===== src/rtl/mem_arb_pkg.sv =====
// Shared types and helpers for the round-robin memory arbiter.
package mem_arb_pkg;

  typedef enum logic [1:0] {
    IDLE    = 2'd0,
    CMD     = 2'd1,
    RD_WAIT = 2'd2
  } arb_state_t;

  // Client index width; a 2-client arbiter still needs one bit.
  function automatic int idx_width(input int n);
    return (n > 2) ? $clog2(n) : 1;
  endfunction

endpackage


===== src/rtl/rr_arbiter.sv =====
// Rotating-priority pick: first requester after `last`, wrapping modulo N.
module rr_arbiter
  import mem_arb_pkg::*;
#(
  parameter int N  = 4,
  parameter int IW = idx_width(N)
) (
  input  logic [N-1:0]  req,
  input  logic [IW-1:0] last,
  output logic          gnt_vld,
  output logic [IW-1:0] gnt_idx
);

  logic [IW-1:0] cand;

  // Scan from the farthest offset down so the nearest requester wins.
  always_comb begin
    gnt_vld = 1'b0;
    gnt_idx = '0;
    cand    = '0;
    for (int i = N; i >= 1; i--) begin
      cand = IW'((int'(last) + i) % N);
      if (req[cand]) begin
        gnt_vld = 1'b1;
        gnt_idx = cand;
      end
    end
  end

endmodule


===== src/rtl/mem_arb_rr.sv =====
// Round-robin arbiter sharing one burst-capable memory master among N clients.
module mem_arb_rr
  import mem_arb_pkg::*;
#(
  parameter int NUM_CLIENTS    = 4,
  parameter int ADDR_WIDTH     = 32,
  parameter int DATA_WIDTH     = 32,
  parameter int BURSTLEN_WIDTH = 2
) (
  input  logic                                  clock,
  input  logic                                  reset_n,
  input  logic [NUM_CLIENTS*ADDR_WIDTH-1:0]     c_addr,
  input  logic [NUM_CLIENTS*BURSTLEN_WIDTH-1:0] c_burst_len,
  input  logic [NUM_CLIENTS*DATA_WIDTH-1:0]     c_data_in,
  input  logic [NUM_CLIENTS-1:0]                c_wr,
  input  logic [NUM_CLIENTS-1:0]                c_rd,
  output logic [DATA_WIDTH-1:0]                 c_data_out,
  output logic [NUM_CLIENTS-1:0]                c_waitrequest,
  output logic [NUM_CLIENTS-1:0]                c_rd_valid,
  output logic [ADDR_WIDTH-1:0]                 mm_addr,
  output logic [BURSTLEN_WIDTH-1:0]             mm_burst_len,
  output logic [DATA_WIDTH-1:0]                 mm_data_out,
  output logic                                  mm_wr,
  output logic                                  mm_rd,
  input  logic [DATA_WIDTH-1:0]                 mm_data_in,
  input  logic                                  mm_waitrequest,
  input  logic                                  mm_rd_valid,
  output logic                                  err_stray_rd_valid
);

  localparam int IW = idx_width(NUM_CLIENTS);

  arb_state_t                state, state_nxt;
  logic [IW-1:0]             owner, last;
  logic [BURSTLEN_WIDTH-1:0] cnt, cnt_nxt;
  logic                      err_q;
  logic                      gnt_vld;
  logic [IW-1:0]             gnt_idx;
  logic                      own_rd, own_wr, in_cmd, rd_acc, wr_acc;

  logic [ADDR_WIDTH-1:0]     addr_a [NUM_CLIENTS];
  logic [BURSTLEN_WIDTH-1:0] blen_a [NUM_CLIENTS];
  logic [DATA_WIDTH-1:0]     wdat_a [NUM_CLIENTS];

  for (genvar g = 0; g < NUM_CLIENTS; g++) begin : g_unpack
    assign addr_a[g] = c_addr[g*ADDR_WIDTH +: ADDR_WIDTH];
    assign blen_a[g] = c_burst_len[g*BURSTLEN_WIDTH +: BURSTLEN_WIDTH];
    assign wdat_a[g] = c_data_in[g*DATA_WIDTH +: DATA_WIDTH];
  end

  rr_arbiter #(.N(NUM_CLIENTS), .IW(IW)) u_pick (
    .req     (c_rd | c_wr),
    .last    (last),
    .gnt_vld (gnt_vld),
    .gnt_idx (gnt_idx)
  );

  // A simultaneous read and write from the owner is served as a read.
  assign in_cmd = (state == CMD);
  assign own_rd = c_rd[owner];
  assign own_wr = c_wr[owner] & ~own_rd;
  assign rd_acc = in_cmd & own_rd & ~mm_waitrequest;
  assign wr_acc = in_cmd & own_wr & ~mm_waitrequest;

  assign mm_addr            = addr_a[owner];
  assign mm_burst_len       = blen_a[owner];
  assign mm_data_out        = wdat_a[owner];
  assign mm_rd              = in_cmd & own_rd;
  assign mm_wr              = in_cmd & own_wr;
  assign c_data_out         = mm_data_in;
  assign err_stray_rd_valid = err_q;

  always_comb begin
    c_waitrequest = '1;
    c_rd_valid    = '0;
    if (in_cmd) c_waitrequest[owner] = mm_waitrequest;
    if (state == RD_WAIT) c_rd_valid[owner] = mm_rd_valid;
  end

  always_comb begin
    state_nxt = state;
    cnt_nxt   = cnt;
    unique case (state)
      IDLE: begin
        if (gnt_vld) begin
          state_nxt = CMD;
          cnt_nxt   = blen_a[gnt_idx];
        end
      end
      CMD: begin
        if (!own_rd && !own_wr) begin
          state_nxt = IDLE;
        end else if (rd_acc) begin
          state_nxt = RD_WAIT;
          cnt_nxt   = blen_a[owner];
        end else if (wr_acc) begin
          if (cnt == '0) state_nxt = IDLE;
          else           cnt_nxt   = cnt - 1'b1;
        end
      end
      RD_WAIT: begin
        if (mm_rd_valid) begin
          if (cnt == '0) state_nxt = IDLE;
          else           cnt_nxt   = cnt - 1'b1;
        end
      end
      default: state_nxt = IDLE;
    endcase
  end

  // last resets to the top index so client 0 is first after reset.
  always_ff @(posedge clock or negedge reset_n) begin
    if (!reset_n) begin
      state <= IDLE;
      owner <= '0;
      last  <= IW'(NUM_CLIENTS - 1);
      cnt   <= '0;
      err_q <= 1'b0;
    end else begin
      state <= state_nxt;
      cnt   <= cnt_nxt;
      if (state == IDLE && gnt_vld) begin
        owner <= gnt_idx;
        last  <= gnt_idx;
      end
      if (mm_rd_valid && state != RD_WAIT) err_q <= 1'b1;
    end
  end

endmodule


===== config.mk =====
export PLATFORM = sky130hd
export DESIGN_NAME = mem_arb_rr
export DESIGN_NICKNAME = d
export VERILOG_FILES = /design/src/rtl/mem_arb_pkg.sv /design/src/rtl/rr_arbiter.sv /design/src/rtl/mem_arb_rr.sv
export SDC_FILE = /design/constraint.sdc
export NUM_CORES = 1
export LEC_CHECK = 0
export CAP_MARGIN = 0
export CORE_AREA = 2 2 160 162
export DETAILED_ROUTE_END_ITERATION = 6
export DIE_AREA = 0 0 162 164
export GPL_TIMING_DRIVEN = 0
export PLACE_DENSITY = 0.54
export SLEW_MARGIN = 20
export SYNTH_ARGS = -nofsm -noshare
export SYNTH_HDL_FRONTEND = slang
export SYNTH_HIERARCHICAL = 1
export SYNTH_SLANG_ARGS = --single-unit

===== constraint.sdc =====
create_clock -name clock -period 1.9 [get_ports clock]
set_input_delay 0.19 -clock clock [delete_from_list [all_inputs] [get_ports clock]]
set_output_delay 0.19 -clock clock [all_outputs]
set_load 0.02 [all_outputs]

After elaboration in Yosys (flattened, before gate mapping)
Index checks and enable logic that the tools add are counted.
- register bits after elaboration: 9
- bits of input ports: 308
- output and inout bits: 109
- logic and storage cells: 100
- add/sub/neg operators: 5
- $lt $le $gt $ge: 8
- eq/ne operators: 8
- muxes and demuxes: 50
- bitwise gates (word level): 13
- reductions and logical operators: 11
- operators by type and width (operator ; number):
    32-bit binary-select mux with 2-bit select ; 2
    32-bit 2-to-1 mux ; 4
    2-bit 2-to-1 mux ; 20
    2-bit by 3-bit less-than comparator with 1-bit output, second input constant ; 5
    1-bit binary-select mux with 2-bit select ; 6
    2-bit one-hot mux with 3 select lines ; 2
    1-bit 2-to-1 mux ; 11
    2-bit binary-select mux with 2-bit select ; 2
    4-bit 2-to-1 mux ; 2
    2-bit inequality test, second input constant ; 4
    4-bit bitwise OR ; 2
    3-bit greater-or-equal comparator, second input constant ; 2
    2-bit inverter with 3-bit output ; 2
    1-bit bitwise AND ; 5
    5-bit AND reduction ; 1
    2-bit by 1-bit adder with 2-bit output, second input constant ; 2
    2-bit adder, second input constant ; 2
    4-bit bitwise AND ; 1
    1-bit logical AND ; 4
    2-bit zero test ; 2
    4-bit by 1-bit inequality test with 1-bit output, second input constant ; 1
    4-bit inverter ; 1
    3-bit by 1-bit inequality test with 1-bit output, second input constant ; 1
    3-bit AND reduction ; 1
    other kinds (8) ; 10

Depth between registers and ports, before layout
Gate-level depths: netlist (run 1).
- depth in word-level cells: 13
- depth in mapped cells: 8
- gate-level depth less buffers: 8

Modules after synthesis
The synthesis (run 1) kept the hierarchy.
- modules (own cells, without submodules) (module ; times used ; cells an instance ; area an instance (um^2) ; sequential area each (um^2)):
    mem_arb_rr ; 1 ; 200 ; 2592.5 ; 227.7
    rr_arbiter ; 1 ; 14 ; 91.3 ; 0.0

Least setup slack after synthesis (run 1)
Ideal clock, no wire load.
- kind: input -> register
- start point: in c_rd[2]
- end point: reg cnt[1]
- setup time: 0.136 ns
- arrival time: 1.849 ns
- required time: 1.764 ns
- path slack: -0.085 ns
- cell stages on the path: 8
- path buffers: 0
- cells stage by stage: or2_2 and2b_1 a21oi_2 o221ai_2 mux4_2 and2_1 a31oi_1 o211ai_1
- word-level cells in the longest chain between the ends: 13
- elaborated cells between the ends (all ways): 40
- classes of those cells: eq/ne: 3; mux: 25; bitwise: 8; reduce/logical: 4
- ends and longest elaborated chain (what ; RTL line ; source):
    from (decl) ; mem_arb_rr.sv:16 ; input logic [NUM_CLIENTS-1:0] c_rd,
    4-bit bitwise OR * ; mem_arb_rr.sv:52 ; .req (c_rd | c_wr),
    1-bit binary-select mux with 2-bit select ; rr_arbiter.sv:23 ; if (req[cand]) begin
    1-bit 2-to-1 mux (not written as such) ; rr_arbiter.sv:23 ;
    2-bit 2-to-1 mux (3 in a row) ; rr_arbiter.sv:23 ;
    2-bit 2-to-1 mux * ; rr_arbiter.sv:23 ;
    named net gnt_idx[0] ; mem_arb_rr.sv:38 ; logic [IW-1:0] gnt_idx;
    2-bit inverter with 3-bit output (not written as such) * ; mem_arb_rr.sv:87 ; cnt_nxt = blen_a[gnt_idx];
    2-bit binary-select mux with 2-bit select * ; mem_arb_rr.sv:87 ;
    2-bit 2-to-1 mux (not written as such) * (2 in a row) ; mem_arb_rr.sv:87 ;
    2-bit 2-to-1 mux * ; mem_arb_rr.sv:85 ; if (gnt_vld) begin
    2-bit one-hot mux with 3 select lines * ; mem_arb_rr.sv:83 ; unique case (state)
    to (signal assigned) ; mem_arb_rr.sv:121 ; cnt <= cnt_nxt;
    to (decl) ; mem_arb_rr.sv:35 ; logic [BURSTLEN_WIDTH-1:0] cnt, cnt_nxt;
The timed path passes the listed nets; every way through them passes the cells marked *. The select of a mux whose other input is x is not followed.
A chain may end at the register's enable or synchronous reset.

Final worst setup path (run 1)
- start point: reg owner[0]
- end point: reg state[0]
- word-level cells in the longest chain between the ends: 8
- elaborated cells between the ends (all ways): 18
- classes of those cells: eq/ne: 1; mux: 7; bitwise: 6; reduce/logical: 4
- ends and longest elaborated chain (what ; RTL line ; source):
    from (decl) ; mem_arb_rr.sv:34 ; logic [IW-1:0] owner, last;
    from (signal assigned) ; mem_arb_rr.sv:123 ; owner <= gnt_idx;
    1-bit binary-select mux with 2-bit select ; mem_arb_rr.sv:60 ; assign own_rd = c_rd[owner];
    1-bit 2-to-1 mux (not written as such) ; mem_arb_rr.sv:60 ;
    1-bit inverter ; mem_arb_rr.sv:61 ; assign own_wr = c_wr[owner] & ~own_rd;
    1-bit bitwise AND ; mem_arb_rr.sv:61 ;
    1-bit bitwise AND or 1-bit zero test (tied branches) ; mem_arb_rr.sv:63, mem_arb_rr.sv:91 ;
    1-bit bitwise AND or 1-bit logical AND (tied branches) ; mem_arb_rr.sv:63, mem_arb_rr.sv:91 ;
    4-bit by 1-bit inequality test with 1-bit output (no source line) or 2-bit 2-to-1 mux (tied branches) ; - ;
    3-bit AND reduction (no source line) or 2-bit one-hot mux with 3 select lines (tied branches) ; - ;
    to (signal assigned) ; mem_arb_rr.sv:120 ; state <= state_nxt;
    to (decl) ; mem_arb_rr.sv:33 ; arb_state_t state, state_nxt;
Parallel ways exist; a longest one is shown, timed or not. The select of a mux whose other input is x is not followed.

==> results of run 1 <==
[sequential cells by signal, indices dropped and copies added, names as in the netlist]
signal	count
owner	2
cnt	2
err_stray_rd_valid	1
last	2
state	2
[cell families (layout without fill, tap and decap cells)]
kind of cell    count (synthesis)  in the layout
buf+inv                        58            478
mux                            73             73
compound gates                 30             30
simple gates                   40             40
fa+ha+maj                       4              4
flops                           9              9
[synthesized netlist by cell type]
library cell / n
or2_2: 5
o2111ai_1: 1
o21a_1: 2
buf_2: 7
nand2b_1: 7
and2_1: 2
nand4_1: 3
a21oi_1: 3
nand3b_1: 1
a211oi_1: 1
a31oi_1: 2
and3_1: 3
dfrtp_1: 7
o221ai_1: 2
nor2_1: 6
nor3b_1: 2
o21ai_0: 2
o211ai_1: 4
o221ai_2: 1
mux4_2: 70
buf_1: 2
ha_1: 4
o2bb2ai_1: 2
nor3_1: 2
buf_4: 32
inv_1: 9
o21ai_1: 1
nand2_1: 6
mux2_2: 1
o211a_1: 1
a21o_1: 6
mux2i_1: 2
nand3_1: 1
or4b_1: 1
a21oi_2: 1
a221oi_1: 1
and2b_1: 1
dfstp_2: 2
clkbuf_1: 8
[final timing paths]
path / startpoint / to / slack, ps / depth (start not counted)
max: owner[0] / state[0] / -170 / 6
min: reset_n / cnt[1] / 270 / 1
max reg2reg: owner[0] / state[0] / -170 / 6
min reg2reg: err_stray_rd_valid / err_stray_rd_valid / 460 / 1
max in group asynchronous: reset_n / state[1] / 1290 / 1
min in group clock: err_stray_rd_valid / err_stray_rd_valid / 460 / 1
[critical path, stage by stage (launching register included)]
cell and delay (ps):
dfrtp_2 420, buf_6 120, buf_6 100, mux4_2 480
o211a_1 260, or4b_1 470, o211ai_1 110
[placed cells by master, fill, tap and decap left out, types with 3 or more instances in the layout]
master	n
a21o_1	6
and3_1	3
buf_12	11
buf_2	18
buf_4	47
buf_6	60
clkbuf_16	7
clkbuf_2	3
clkbuf_4	3
clkbuf_8	3
clkdlybuf4s15_1	3
clkdlybuf4s50_1	304
dfrtp_1	4
dfrtp_2	3
dlygate4sd2_1	6
inv_1	8
mux4_2	70
nand2_1	6
nand2b_1	6
nand4_1	3
nor2_1	6
o211ai_1	4
or2_4	4
[what timing repair did]
item / in CTS / in global routing
gates cloned: 1 / 3
buffers inserted: 21 / 12
pin swaps: 7 / 4
endpoints found under the setup margin: 81 / 65
resized for setup: 418 / 99
[stage by stage]
stage	hold WS (ps)	setup TNS, ps	area [sq um]	utilization [%]
6_report	274.0	-2255	7681	30.95
4_1_cts	291.9	-1917	7316	29.48
5_1_grt	319.8	-4039	7681	30.95
3_3_place_gp	444.9	-93050	6950	28.00
2_1_floorplan	-105.6	-84.12	2694	-
3_5_place_dp	447.4	-96160	6950	28.00
[power by group through the flow]
stage          clock, W  combinational (W)  sequential (W)
2_1_floorplan         0            0.00402        0.000371
3_3_place_gp          0            0.00727        0.000393
3_5_place_dp          0            0.00724        0.000391
4_1_cts        0.000382            0.00792        0.000418
5_1_grt        0.000383            0.00918        0.000437
6_report       0.000373            0.00873        0.000424
[area by class of cell]
| type | instances | area, sq um | share of cell area [%] |
|---|---|---|---|
| multi-input combinational | 147 | 2223 | 28.95 |
| clock buffer | 4 | 78.83 | 1.026 |
| tap | 330 | 412.9 | 5.375 |
| inverter | 9 | 33.78 | 0.4398 |
| timing repair buffer | 419 | 4240 | 55.20 |
| buffer | 46 | 460.4 | 5.994 |
| sequential | 9 | 231.5 | 3.014 |
[routing by layer]
layer | part of all wire, % | routed length [um]
met5 | 0.062 | 13
met2 | 51 | 10630
met3 | 6.9 | 1445
met4 | 0.59 | 123
met1 | 42 | 8762
==> summary.md, run 1 <==
| Metric | Value |
|---|---|
| First-pass iteration count of the detailed router | `4` |
| Area leader, netlist | `mux4_2` |
| Fmax | `484.1 MHz` |
| Final Hold Vio Count | `0` |
| Clock Skew | `2.909 ps` |
| Peak fanout along the critical path | `5` |
| Die height | `164 um` |
| WL/cell | `21.76 um` |
| Leakage | `2.966 nW` |
| GPL Wtd Cong | `0.8012` |
| RSZ-0062 raised after global routing | `yes` |
| Post-synthesis sequential area ratio | `8.485%` |
| Routed WL | `20.97 mm` |
| Xor and xnor area share after synthesis | `0%` |
| TritonCTS buffer count | `3` |
| Yosys Warn Count | `6` |
| Final Max Slew Viols | `0` |
| Final period util | `108.7%` |
| Vias in the first global route | `3953` |
| Mapped Area | `0.002684 sq mm` |
| Initial antenna violation count | `1` |
| Failing checks | `negative setup slack` |
| Int Pwr | `0.005390 W` |
| Slew @ Worst Pin | `450.2 ps` |
| Area Overhead vs Synth | `186.2%` |
| DRC errors left | `0` |
| CTS tree | `done` |
| Run status | `finished with violations` |
| Kind of critical path | `flip-flop to flip-flop` |
| CORE AREA | `0.02482 sq mm` |
| Hold WC Path Type | `input pin to asynchronous set/reset pin` |
| Detail Placement HPWL | `17.78 mm` |
| Met3 usage | `2.424%` |
| Critical Path RT | `2050 ps` |
| Syn Inst Count | `214` |
| Latest clock arrival within the worst-skew pair | `230 ps` |
| All-layer global routing usage | `14.35%` |
| Met1 Usage GRT | `18.78%` |
| Post-layout min period | `2066 ps` |
| CP Data Arrival Time | `2210 ps` |
| Clk sinks | `9` |
| Final Power | `0.009531 W` |
| Worst VDD drop | `0.0005643 V` |
| Routed Antenna Nets | `0` |
| H-tree levels | `1` |
| Cell total after placement | `928` |
| Mean Syn Cell Area | `12.54 sq um` |
| Total power per unit cell area | `1241 mW/mm^2` |
| Largest family of logic cells by synthesized area | `multiplexers` |
| Final setup viols | `33` |
| Via Count | `3759` |
| CTS clock-pin slew for the worst setup and hold paths | `40 ps` |
| Distinct cell type count after synthesis | `39` |
| # Max-Cap Violations | `0` |
| Finished Layout Cells | `964` |
| FF+latch count, synth | `9` |
| Overflow after GRT | `0` |
| Final nets | `947` |
| Layout cells sized above 1 | `39.75%` |
| Fillers | `2609` |
| Mux cell area share after synthesis | `59.91%` |
| Clock share of power | `3.9%` |
| Initial DRC Count | `192` |
| Initial Util | `10.81%` |
| Post-Syn Nets | `526` |
| GR peak layer | `met2` |
| Critical Path End Type | `flip-flop` |
| GR Util met2 | `25.47%` |
| Post-synth top area share | `58.74%` |
| Number of diodes | `0` |
| Clock Path Buffers | `2` |
| First-pass GRT wire length | `27.88 mm` |
| Sw Pwr | `0.004141 W` |
| Compound-cell area share of the yosys netlist | `8.438%` |
| I/O Buffers | `384` |
| Rel. slew slack | `69.89%` |
| CTS Hold Buffers Added | `0` |
| Simple-Gate Fraction of Synth Area | `8.392%` |
| Pre-CTS setup slack | `-1570 ps` |
| Startpoint Class | `flip-flop` |
| Synth Area in Adders | `1.865%` |
| Largest net degree at the start of global routing | `11` |
| Sequential share of power | `4.5%` |
| Top post-synthesis cells by area | `mux4_2 59%, buf_4 9.0%, dfrtp_1 6.5%` |
| Switch share | `43.44%` |
| Cell Rows | `58` |
| Die ar. | `0.02657 sq mm` |
| Logic gate share of total power | `91.6%` |
| # IOs | `417` |
| CTS root buf | `clkbuf_16` |
| Die Width | `162 um` |
| Final worst slack | `-165.7 ps` |
| Avg Vias per Cell | `3.899` |
Note: power is estimated with default switching activity, not from simulation.
==> run 2: changes to the inputs <==
--- a/config.mk
+++ b/config.mk
@@ -5,7 +5,6 @@
 export SDC_FILE = /design/constraint.sdc
 export NUM_CORES = 1
 export LEC_CHECK = 0
-export CAP_MARGIN = 0
 export CORE_AREA = 2 2 160 162
 export DETAILED_ROUTE_END_ITERATION = 6
 export DIE_AREA = 0 0 162 164
==> results of run 2 <==
The final DEF is identical to that of run 1; final timing and power are the same.
